`src/rtl/mac_share_sched_if.sv`:
```
// Requester, shared-multiplier and response signals of mac_share_sched.
// The slave view belongs to the scheduler; the master view belongs to its environment.
interface mac_share_sched_if #(
    parameter int unsigned NREQ = 4,
    parameter int unsigned AW   = 31,
    parameter int unsigned BW   = 16
);
    localparam int unsigned ACCW = AW + BW + 2;
    localparam int unsigned IDW  = $clog2(NREQ);

    logic [NREQ-1:0]    req;
    logic [2*NREQ-1:0]  op_flat;
    logic [AW*NREQ-1:0] a_flat;
    logic [BW*NREQ-1:0] b_flat;
    logic [NREQ-1:0]    gnt;
    logic [AW-1:0]      mul_a;
    logic [BW-1:0]      mul_b;
    logic               mul_go;
    logic [AW+BW-1:0]   mul_p;
    logic               rsp_valid;
    logic               rsp_ready;
    logic [IDW-1:0]     rsp_id;
    logic [ACCW-1:0]    rsp_data;

    modport master (
        output req, op_flat, a_flat, b_flat, mul_p, rsp_ready,
        input  gnt, mul_a, mul_b, mul_go, rsp_valid, rsp_id, rsp_data
    );

    modport slave (
        input  req, op_flat, a_flat, b_flat, mul_p, rsp_ready,
        output gnt, mul_a, mul_b, mul_go, rsp_valid, rsp_id, rsp_data
    );
endinterface

```
`src/rtl/mac_share_sched.sv`:
```
// Round-robin scheduler sharing one fixed-latency multiplier between NREQ requesters,
// with a private accumulator per requester and a valid/ready response port.
module mac_share_sched #(
    parameter int unsigned NREQ = 4,
    parameter int unsigned AW   = 31,
    parameter int unsigned BW   = 16,
    parameter int unsigned LAT  = 2
) (
    input logic             clk,
    input logic             rst,
    mac_share_sched_if.slave bus
);
    localparam int unsigned ACCW = AW + BW + 2;
    localparam int unsigned IDW  = $clog2(NREQ);
    localparam int unsigned CW   = $clog2(LAT + 1);

    localparam logic [1:0] OP_MAC = 2'b01;
    localparam logic [1:0] OP_CLR = 2'b10;

    typedef enum logic [1:0] {
        IDLE  = 2'd0,
        ISSUE = 2'd1,
        WAIT  = 2'd2,
        RESP  = 2'd3
    } state_t;

    state_t            state_q;
    state_t            state_d;
    logic [IDW-1:0]    ptr_q;
    logic [IDW-1:0]    id_q;
    logic [IDW-1:0]    win;
    logic [IDW-1:0]    idx;
    logic              win_found;
    logic              grant;
    logic              take_p;
    logic              rsp_fire;
    logic [1:0]        win_op;
    logic [1:0]        op_q;
    logic [AW-1:0]     win_a;
    logic [AW-1:0]     a_q;
    logic [BW-1:0]     win_b;
    logic [BW-1:0]     b_q;
    logic [CW-1:0]     cnt_q;
    logic              mul_go_q;
    logic              rsp_valid_q;
    logic [ACCW-1:0]   rsp_data_q;
    logic [ACCW-1:0]   mac_sum;
    logic [NREQ-1:0]   gnt_vec;
    logic [ACCW-1:0]   acc [NREQ];

    // First requesting index at or above ptr, wrapping around.
    always_comb begin
        win       = '0;
        win_found = 1'b0;
        idx       = '0;
        for (int k = 0; k < int'(NREQ); k++) begin
            idx = IDW'((int'(ptr_q) + k) % int'(NREQ));
            if (!win_found && bus.req[idx]) begin
                win       = idx;
                win_found = 1'b1;
            end
        end
    end

    assign win_op  = bus.op_flat[2*int'(win) +: 2];
    assign win_a   = bus.a_flat[AW*int'(win) +: AW];
    assign win_b   = bus.b_flat[BW*int'(win) +: BW];
    assign mac_sum = acc[id_q] + ACCW'(bus.mul_p);

    always_ff @(posedge clk) begin
        if (rst) begin
            state_q <= IDLE;
        end else begin
            state_q <= state_d;
        end
    end

    always_comb begin
        state_d  = state_q;
        grant    = 1'b0;
        take_p   = 1'b0;
        rsp_fire = 1'b0;
        gnt_vec  = '0;
        case (state_q)
            IDLE: begin
                if (win_found && !rst) begin
                    grant        = 1'b1;
                    gnt_vec[win] = 1'b1;
                    state_d      = (win_op == OP_CLR) ? RESP : ISSUE;
                end
            end
            ISSUE: state_d = WAIT;
            WAIT: begin
                if (cnt_q == CW'(1)) begin
                    take_p  = 1'b1;
                    state_d = RESP;
                end
            end
            RESP: begin
                if (bus.rsp_ready) begin
                    rsp_fire = 1'b1;
                    state_d  = IDLE;
                end
            end
            default: state_d = IDLE;
        endcase
    end

    // Job latch, multiplier issue, result formation and accumulators.
    always_ff @(posedge clk) begin
        if (rst) begin
            ptr_q       <= '0;
            id_q        <= '0;
            op_q        <= '0;
            a_q         <= '0;
            b_q         <= '0;
            cnt_q       <= '0;
            mul_go_q    <= 1'b0;
            rsp_valid_q <= 1'b0;
            rsp_data_q  <= '0;
            for (int i = 0; i < int'(NREQ); i++) begin
                acc[i] <= '0;
            end
        end else begin
            mul_go_q <= 1'b0;
            if (grant) begin
                id_q <= win;
                op_q <= win_op;
                if (win_op == OP_CLR) begin
                    acc[win]    <= '0;
                    rsp_data_q  <= '0;
                    rsp_valid_q <= 1'b1;
                end else begin
                    a_q      <= win_a;
                    b_q      <= win_b;
                    mul_go_q <= 1'b1;
                end
            end
            // Counter is loaded in ISSUE so the product is taken LAT cycles after mul_go.
            if (state_q == ISSUE) begin
                cnt_q <= CW'(LAT);
            end else if (state_q == WAIT) begin
                cnt_q <= cnt_q - CW'(1);
            end
            if (take_p) begin
                if (op_q == OP_MAC) begin
                    acc[id_q]  <= mac_sum;
                    rsp_data_q <= mac_sum;
                end else begin
                    rsp_data_q <= ACCW'(bus.mul_p);
                end
                rsp_valid_q <= 1'b1;
            end
            if (rsp_fire) begin
                rsp_valid_q <= 1'b0;
                ptr_q       <= (id_q == IDW'(NREQ - 1)) ? '0 : id_q + IDW'(1);
            end
        end
    end

    assign bus.gnt       = gnt_vec;
    assign bus.mul_a     = a_q;
    assign bus.mul_b     = b_q;
    assign bus.mul_go    = mul_go_q;
    assign bus.rsp_valid = rsp_valid_q;
    assign bus.rsp_id    = id_q;
    assign bus.rsp_data  = rsp_data_q;
endmodule

```
`src/flat_wrapper.sv`:
```
// flat-port wrapper written by rule: the top's interface ports become plain ports
module mac_share_sched_flat 
#(
    parameter int unsigned NREQ = 4,
    parameter int unsigned AW   = 31,
    parameter int unsigned BW   = 16,
    parameter int unsigned LAT  = 2
)
  (clk, rst, bus_req, bus_op_flat, bus_a_flat, bus_b_flat, bus_mul_p, bus_rsp_ready, bus_gnt, bus_mul_a, bus_mul_b, bus_mul_go, bus_rsp_valid, bus_rsp_id, bus_rsp_data);
  mac_share_sched_if #(.NREQ(NREQ), .AW(AW), .BW(BW)) bus_i ();
  input logic clk;
  input logic rst;
  input wire logic [$bits(bus_i.req)-1:0] bus_req;
  input wire logic [$bits(bus_i.op_flat)-1:0] bus_op_flat;
  input wire logic [$bits(bus_i.a_flat)-1:0] bus_a_flat;
  input wire logic [$bits(bus_i.b_flat)-1:0] bus_b_flat;
  input wire logic [$bits(bus_i.mul_p)-1:0] bus_mul_p;
  input wire logic [$bits(bus_i.rsp_ready)-1:0] bus_rsp_ready;
  output wire logic [$bits(bus_i.gnt)-1:0] bus_gnt;
  output wire logic [$bits(bus_i.mul_a)-1:0] bus_mul_a;
  output wire logic [$bits(bus_i.mul_b)-1:0] bus_mul_b;
  output wire logic [$bits(bus_i.mul_go)-1:0] bus_mul_go;
  output wire logic [$bits(bus_i.rsp_valid)-1:0] bus_rsp_valid;
  output wire logic [$bits(bus_i.rsp_id)-1:0] bus_rsp_id;
  output wire logic [$bits(bus_i.rsp_data)-1:0] bus_rsp_data;
  assign bus_i.req = bus_req;
  assign bus_i.op_flat = bus_op_flat;
  assign bus_i.a_flat = bus_a_flat;
  assign bus_i.b_flat = bus_b_flat;
  assign bus_i.mul_p = bus_mul_p;
  assign bus_i.rsp_ready = bus_rsp_ready;
  assign bus_gnt = bus_i.gnt;
  assign bus_mul_a = bus_i.mul_a;
  assign bus_mul_b = bus_i.mul_b;
  assign bus_mul_go = bus_i.mul_go;
  assign bus_rsp_valid = bus_i.rsp_valid;
  assign bus_rsp_id = bus_i.rsp_id;
  assign bus_rsp_data = bus_i.rsp_data;
  mac_share_sched #(.NREQ(NREQ), .AW(AW), .BW(BW), .LAT(LAT)) u_core (.clk(clk), .rst(rst), .bus(bus_i));
endmodule
```
`config.mk`:
```
export PLATFORM = sky130hd
export DESIGN_NAME = mac_share_sched_flat
export DESIGN_NICKNAME = d
export VERILOG_FILES = /design/src/rtl/mac_share_sched_if.sv /design/src/rtl/mac_share_sched.sv /design/src/flat_wrapper.sv
export SDC_FILE = /design/constraint.sdc
export NUM_CORES = 1
export LEC_CHECK = 0
export ABC_AREA = 1
export ABC_CLOCK_PERIOD_IN_PS = 12750
export BUFFER_PORTS_ARGS = -buffer_cell sky130_fd_sc_hd__buf_2
export CORE_MARGIN = 3
export CORE_UTILIZATION = 40
export DETAILED_ROUTE_END_ITERATION = 16
export GPL_TIMING_DRIVEN = 0
export PLACE_DENSITY = 0.67
export SYNTH_ARGS = -nofsm -noshare
export SYNTH_HDL_FRONTEND = slang
export SYNTH_SLANG_ARGS = --single-unit
```
`constraint.sdc`:
```
create_clock -name clk -period 12.75 [get_ports clk]
set_clock_uncertainty 0.05 [all_clocks]
set_input_delay 0 -clock clk [delete_from_list [all_inputs] [get_ports clk]]
set_output_delay 0 -clock clk [all_outputs]
set_load 0.01 [all_outputs]
```
After elaboration in Yosys (flattened, before gate mapping)
Memories as Yosys holds them, arrays and structs flattened. A register that Yosys moved wholly into a read port is not among the register bits. Cells that the tools add are included.

Memories kept: 1. Input bits: 250. Register bits: 108. Memory bits (writable): 196.

Memory list: u_core.acc (words 4, width 49, read ports 1, clocked after Yosys merged registers in 1, write ports 4, RTL line mac_share_sched.sv:49) `logic [ACCW-1:0] acc [NREQ];`.

Eq/ne operators: 10. Add/subtract/negate cells: 6. Bitwise operators: 2. Magnitude comparators: 6. Multiplexer cells: 60. Reduce and logical (&&, ||, !) cells: 21. Multipliers: 1. Shift operators: 3.

Operator list (number): two-way mux 49 bit (6); indexed part select 124 x 8 -> 31 bit (1); OR reduction 49 bit (2); indexed part select 64 x 7 -> 16 bit (1); adder 49 x 47 -> 49 bit (1); two-way mux 1 bit (31); two-way mux 2 bit (15); < comparator 2 x 3 -> 1 bit (second input constant) (5); binary-select mux 1 bit (select 2 bit) (4); equality test 2 bit (second input constant) (4); two-way mux 4 bit (2); case mux 2 bit (4 select lines) (1); indexed part select 8 x 4 -> 2 bit (1); multiplier 5 x 2 -> 7 bit (first input constant) (1); equality test 2 x 1 -> 1 bit (second input constant) (3); nonzero test 2 bit (3); OR reduction 2 bit (3); logical AND 1 bit (5); adder 2 x 1 -> 2 bit (second input constant) (2); adder 2 bit (second input constant) (2); zero test 1 bit (4); != test 2 x 1 -> 1 bit (second input constant) (2); AND reduction 2 bit (2); AND reduction 3 bit (1); 6 further kinds (7).

Logic depth before layout (Yosys ltp)
Gate-level depths: netlist of the first run.

Depth in word-level cells: 21. Depth in mapped cells: 24. Gate-level depth less buffers: 21.

Worst setup path before layout of the first run
No wires, ideal clock.

Path type: reg-to-reg. From: register u_core.ptr_q[0]. To: memory u_core.acc[3][0] in the netlist's numbering (enable). Data required time: 12.244 ns. Stages on the path, launching flop included: 18. Arrival: 3.884 ns. Period minus slack after synthesis: 4.390 ns. Setup slack: 8.360 ns. Cells stage by stage: dfxtp_1 > buf_4 > nand2_1 > nand2_2 > nand2_1 > nand2_1 > nor2_4 > nand3_2 > nand3_2 > buf_6 > nand2_1 > nand3_1 > nand2_2 > nand3_4 > buf_2 > nand3_1 > nand2_1 > nor2_1.

RTL lines: from (decl) (RTL line mac_share_sched.sv:29) `logic [IDW-1:0] ptr_q;`; from (signal assigned) (RTL line mac_share_sched.sv:156) `ptr_q <= (id_q == IDW'(NREQ - 1)) ? '0 : id_q + IDW'(1);`; to (decl) (RTL line mac_share_sched.sv:49).

==> results of run 1 <==
## cell usage in the layout, fill, tap and decap left out, types with 12 or more instances in the layout
cell type	count
nor2_1	522
nand2_1	374
buf_2	368
o21ai_0	253
inv_1	203
edfxtp_1	196
a21oi_1	158
dlygate4sd3_1	149
nand3_1	116
dfxtp_1	110
clkbuf_1	98
o22ai_1	93
ha_1	54
clkbuf_16	36
o211ai_1	22
nand4_1	21
xor2_1	19
nor3_1	12
buf_6	12
## routing by layer
metal	global-route usage, %	vias to the layer above	routed length (um)
met1	43.0	9242	32700
met5	0	-	13
met4	7.98	2	1760
met2	47.7	927	33600
met3	6.31	107	6760
li1	-	9126	-
## registers in the layout, indices dropped and copies added, names as in the netlist, 2 cells and up, named ones only
name	cells
u_core.acc	196
u_core.ptr_q	2
u_core.state_q	2
u_core.bus.rsp_id	2
u_core.bus.mul_b	16
u_core.op_q	2
u_core.bus.mul_a	31
u_core.cnt_q	2
u_core.bus.rsp_data	49
## where the power goes
part | internal [mW] | switching (mW)
clock network | 0.571 | 0.410
registers | 1.20 | 0.0524
logic | 0.712 | 1.50
total | 2.48 | 1.96
## cell families (layout without fill, tap and decap cells)
| kind of cell | Yosys count | after routing |
|---|---|---|
| and+or+nand+nor | 1093 | 1093 |
| adders and majority gates | 55 | 55 |
| DFF | 306 | 306 |
| other | 0 | 2 |
| AOI/OAI and AO/OA | 565 | 565 |
| buffers and inverters | 339 | 908 |
| xor gates and xnor gates | 27 | 27 |
## final timing paths
kind	endpoint	slack [ns]
worst max-delay path	u_core.acc[0][48]	6.28
worst min-delay path	u_core.bus.rsp_data[7]	0.33
worst max register to register	u_core.acc[0][48]	6.28
worst min register to register	u_core.bus.rsp_data[47]	0.41
## worst max-delay path, cell delays in order (launching register included)
cell and delay, ns:
dfxtp_1 0.29, clkbuf_1 0.40, inv_1 0.47, clkbuf_1 0.76
clkbuf_1 0.55, nor2_1 0.08, o22ai_1 0.19, ha_1 0.35
inv_1 0.09, fa_1 0.41, inv_1 0.11, nand3_1 0.07
nand2_1 0.14, nand2_1 0.07, o211ai_1 0.28, nand2_1 0.11
nand2_1 0.23, inv_1 0.08, o21ai_0 0.61, nand3_1 0.26
nand3_1 0.14, nand2_1 0.06, nand3_1 0.29, nor2_1 0.10
## area by class of cell
class | instances | area share [%]
multi-input combinational | 1740 | 36.7
sequential | 306 | 34.9
timing repair buffer | 505 | 14.3
clock buffer | 49 | 4.31
inverter | 210 | 3.40
tap | 592 | 3.20
buffer | 129 | 2.68
clock inverter | 15 | 0.497
antenna | 2 | 0.0216
## metrics by stage
stage | utilization, % | setup WS [ns] | power, mW
floorplan | - | 8.36 | 2.55
detailed placement | 46.4 | 6.50 | 3.28
finish | 52.3 | 6.28 | 4.44
global placement | 46.2 | 4.33 | 3.26
CTS | 52.3 | 6.49 | 4.40
global route | 52.3 | 6.18 | 4.69
==> flow_metrics.tcl, run 1 <==
set metrics [dict create \
    post_cts_buffers 0 \
    final_cells 3548 \
    crit_fanout 10 \
    drt-vias-per-instance 5.47 \
    die_w_um 218 \
    synth.largest_area_cell "edfxtp_1" \
    post-route-period-util_pct 50.8 \
    vias 19400 \
    synth_area_leaders "edfxtp_1, dfxtp_1, nor2_1" \
    synth.area.mux_share_pct 0 \
    timing_hold_violations_final 0 \
    antenna_found_initial 3 \
    dieHeight_um 218 \
    drt_iter0_drc 1999 \
    fill_cells 4345 \
    worstPathRequired_ns 12.99 \
    drcViolationCount 0 \
    fin_nets 3232 \
    grt_remaining_overflow 0 \
    ant_nets 0 \
    grt_max_degree 50 \
    rsz0062_at_grt "false" \
    critPathArrivalTime_ns 6.71 \
    setup_tns_ns 0 \
    synth_edf_count 196 \
    synth_top_family_by_area "simple AND/OR/NAND/NOR gates" \
    power.density_nw_per_um2 192 \
    dpl.cell_count 3333 \
    synthTopCellsByCount "nor2_1, nand2_1, o21ai_0, inv_1, edfxtp_1" \
    hold_depth 4 \
    htreeDepth 2 \
    min_period_ns 6.47 \
    clock_latency_ns 0.55 \
    crit_type "reg2reg" \
    hold_ws_ns 0.332 \
    hp-start "bus_mul_p[7]" \
    synth_nets 2690 \
    synth_top_cell_area_share_pct 32.7 \
    clk_pin_slew_ns 0.06 \
    synth_fa_ha_area_share_pct 3.87 \
    cts_root_buffer "clkbuf_16" \
    synth.most_common_cell "nor2_1" \
    ir_drop_uv 98.1 \
    synth-compound-area-share_pct 17.2 \
    p_leak_nw 9.78 \
    setup_viol 0 \
    syn_area_um2 18000 \
    slew-limit-headroom_pct 26.8 \
    ys_types 44 \
    multi_input_area_um2 8500 \
    hpwl_um 56500 \
    final_max_slew_viol_count 0 \
    ff_latch_area_um2 8090 \
    core_area_um2 44300 \
    grt_usage_pct 30.5 \
    cts-resized-gates 0 \
    synth_warnings 0 \
    max_freq_mhz 155 \
    syn_inst 2385 \
    pin_count 354 \
    avgSynthCellArea_um2 7.54 \
    crit_path_end_kind "flop" \
    cap_violations 0 \
    hold_path_class "in2reg" \
    synth-simple-area-share_pct 24.8 \
    ys.flop_type "edfxtp_1" \
    rows 77 \
    area_delta_synth_final_pct 29.0 \
    initial_core_util_pct 40.6 \
    synth_xor_xnor_area_share_pct 1.32 \
    io_buffers 353 \
    fin_area_um2 23200 \
    tightestPinTransition_ns 1.09 \
    place_area_um2 20600 \
    drive_gt1_share_pct 16.5 \
    clock_sinks 306 \
    cts_hold_buffers 149 \
    status "finished, final reports clean" \
    gp_congestion 1.03 \
    clk_path_buf_depth 3 \
    grt_pass1_vias 18400 \
    async_reset_ff_share_pct 0 \
    start_kind "flop" \
    first_pass_iters 6 \
    ys_ff_latch 306 \
    cts_tree "built" \
    yosysSeqAreaShare_pct 45.0 \
    die_area_um2 47500 \
    rr_worst_depth 23 \
    cts_buffers 35 \
    grt_pass1_wl_um 110000 \
    wl_per_cell_um 21.1 \
    finalWirelength_um 74900 \
]
Note: power is estimated with default switching activity, not from simulation.
==> inputs of run 2 (changes only) <==
ABC_CLOCK_PERIOD_IN_PS = 6450   (was 12750)
clock period = 6.45 ns   (was 12.75 ns; I/O delays follow)
==> run 2 against run 1 <==
Clock-buffer cell count unchanged; worst hold slack improved by 0.0030 ns; core utilization about the same; total power rose by 98%; design area about the same; combinational power is 97% higher; non-clock buffer count is 1 lower; setup slack worse by 6.1 ns; fmax grew 3.5%; register-to-register slack got worse by 6.1 ns; via count shrank 0.18%; critical endpoint is now u_core.acc[2][48].
==> flow_metrics.tcl, run 2 (synthesis gave the netlist of run 1 again) <==
set metrics [dict create \
    status "finished, final reports clean" \
    clk_pin_slew_ns 0.06 \
    top_layer "met5" \
    r2r_setup_slack_ns 0.20 \
    cap_violations 0 \
    clock_latency_ns 0.54 \
    drcViolationCount 0 \
    p_leak_nw 9.78 \
    post_cts_buffers 0 \
    dieHeight_um 218 \
    hold_path_class "in2reg" \
    antenna_found_initial 3 \
    path_cells "clkbuf_1 -> clkbuf_1 -> clkbuf_1 -> nor2_1 -> o22ai_1 -> ha_1 -> inv_1 -> fa_1 -> inv_1 -> nand3_1 -> nand2_1 -> nand2_1 -> o211ai_1 -> nand2_1 -> nand2_1 -> inv_1 -> o21ai_0 -> nand3_1 -> nand3_1 -> nand2_1 -> nand3_1 -> nor2_1" \
    largest_register "u_core.acc" \
    fin_area_um2 23200 \
    ir_drop_uv 193 \
    die_area_um2 47500 \
    slowest_stage "clkbuf_1" \
    wl_met2_um 33500 \
    hp-start "bus_rsp_ready" \
    grt_pass1_vias 18400 \
    cts_root_buffer "clkbuf_16" \
    grt_remaining_overflow 0 \
    area_delta_synth_final_pct 28.9 \
    drive_gt1_share_pct 16.5 \
    die_w_um 218 \
    gp_congestion 1.03 \
    layout_common_cells "nor2_1, nand2_1, buf_2" \
    layout_commonest_cell "nor2_1" \
    drt_iter0_drc 1936 \
    cts_tree "built" \
    path_delay_family "buffers and inverters" \
    crit_type "reg2reg" \
    clock_sinks 306 \
    worst_path_most_repeated_cell "nand2_1" \
    core_area_um2 44300 \
    multi_input_area_um2 8500 \
    pin_count 354 \
    wl_per_cell_um 21.1 \
    grt_pass1_wl_um 110000 \
    wl_met3_um 7160 \
    power.density_nw_per_um2 379 \
    ff_latch_area_um2 8090 \
    io_buffers 353 \
    drt-vias-per-instance 5.46 \
    crit_fanout 10 \
    vias 19400 \
    setup_viol 0 \
    tightestPinTransition_ns 1.13 \
    rows 77 \
    start_kind "flop" \
    slew-limit-headroom_pct 24.5 \
    critPathArrivalTime_ns 6.47 \
    largest_reg_flops 196 \
    max_freq_mhz 160 \
    fin_nets 3231 \
    cts_buffers 35 \
    first_pass_iters 5 \
    finish.utilization_pct 52.3 \
    ant_nets 0 \
    htreeDepth 2 \
    min_period_ns 6.25 \
    m1WireLength_um 32300 \
    crit_path_end_kind "flop" \
    fill_cells 4345 \
    crit_path_max_incr_delay_ns 0.70 \
    worstPathRequired_ns 6.67 \
    timing_hold_violations_final 0 \
    cts-resized-gates 0 \
    clk_path_buf_depth 3 \
    finalPower_mw 8.78 \
    finalWirelength_um 74800 \
    rsz0062_at_grt "false" \
    grt_max_degree 50 \
    final_max_slew_viol_count 0 \
    initial_core_util_pct 40.6 \
    post-route-period-util_pct 97.0 \
    place_area_um2 20600 \
    hpwl_um 56500 \
    grt_usage_pct 30.5 \
    path_buf_inv 6 \
]
run 2: final timing paths:
| kind | depth (start not counted) | endpoint |
|---|---|---|
| worst min register to register | 2 | u_core.bus.rsp_data[47] |
| worst max-delay path | 22 | u_core.acc[2][48] |
| worst max register to register | 22 | u_core.acc[2][48] |
| worst min-delay path | 4 | u_core.ptr_q[0] |
run 2: what timing repair did:
item	CTS	global route
hold buffers	149	0
endpoints found under the hold margin	102	0
setup endpoints to repair	0	4
run 2: layout make-up:
class | instances | share of cell area [%]
buffer | 128 | 2.66
antenna | 1 | 0.0108
tap | 592 | 3.20
sequential | 306 | 34.9
multi-input combinational | 1740 | 36.7
clock buffer | 49 | 4.31
clock inverter | 15 | 0.497
timing repair buffer | 505 | 14.3
inverter | 210 | 3.40
run 2: power by group:
part / internal, mW / total, mW / switching, mW
Clock: 1.13 / 1.94 / 0.811
Combinational: 1.41 / 4.36 / 2.95
Sequential: 2.37 / 2.48 / 0.103
run 2: through the flow:
stage	std cells	TNS [ns]	hold WS, ns	setup slack [ns]
after floorplan	2385	0	0.131	2.06
after global placement	3330	-122.32	0.278	-1.97
after detailed placement	3333	0	0.293	0.199
after CTS	3546	0	0.314	0.191
after global routing	3546	0	0.347	0.0770
final	3546	0	0.335	0.197
run 2: worst register-to-register path, cell delays in order, from the launching register on:
cell and delay [ns]:
dfxtp_1 0.30, clkbuf_1 0.70, clkbuf_1 0.70, clkbuf_1 0.57
nor2_1 0.11, o22ai_1 0.16, ha_1 0.34, inv_1 0.09
fa_1 0.41, inv_1 0.12, nand3_1 0.07, nand2_1 0.15
nand2_1 0.07, o211ai_1 0.28, nand2_1 0.11, nand2_1 0.22
inv_1 0.08, o21ai_0 0.60, nand3_1 0.25, nand3_1 0.14
nand2_1 0.06, nand3_1 0.31, nor2_1 0.09
run 2: routing by layer:
layer	vias up	global-route usage (%)
met1	9213	43.0
met5	-	0
met2	936	47.7
met3	108	6.31
met4	2	7.98
li1	9111	-
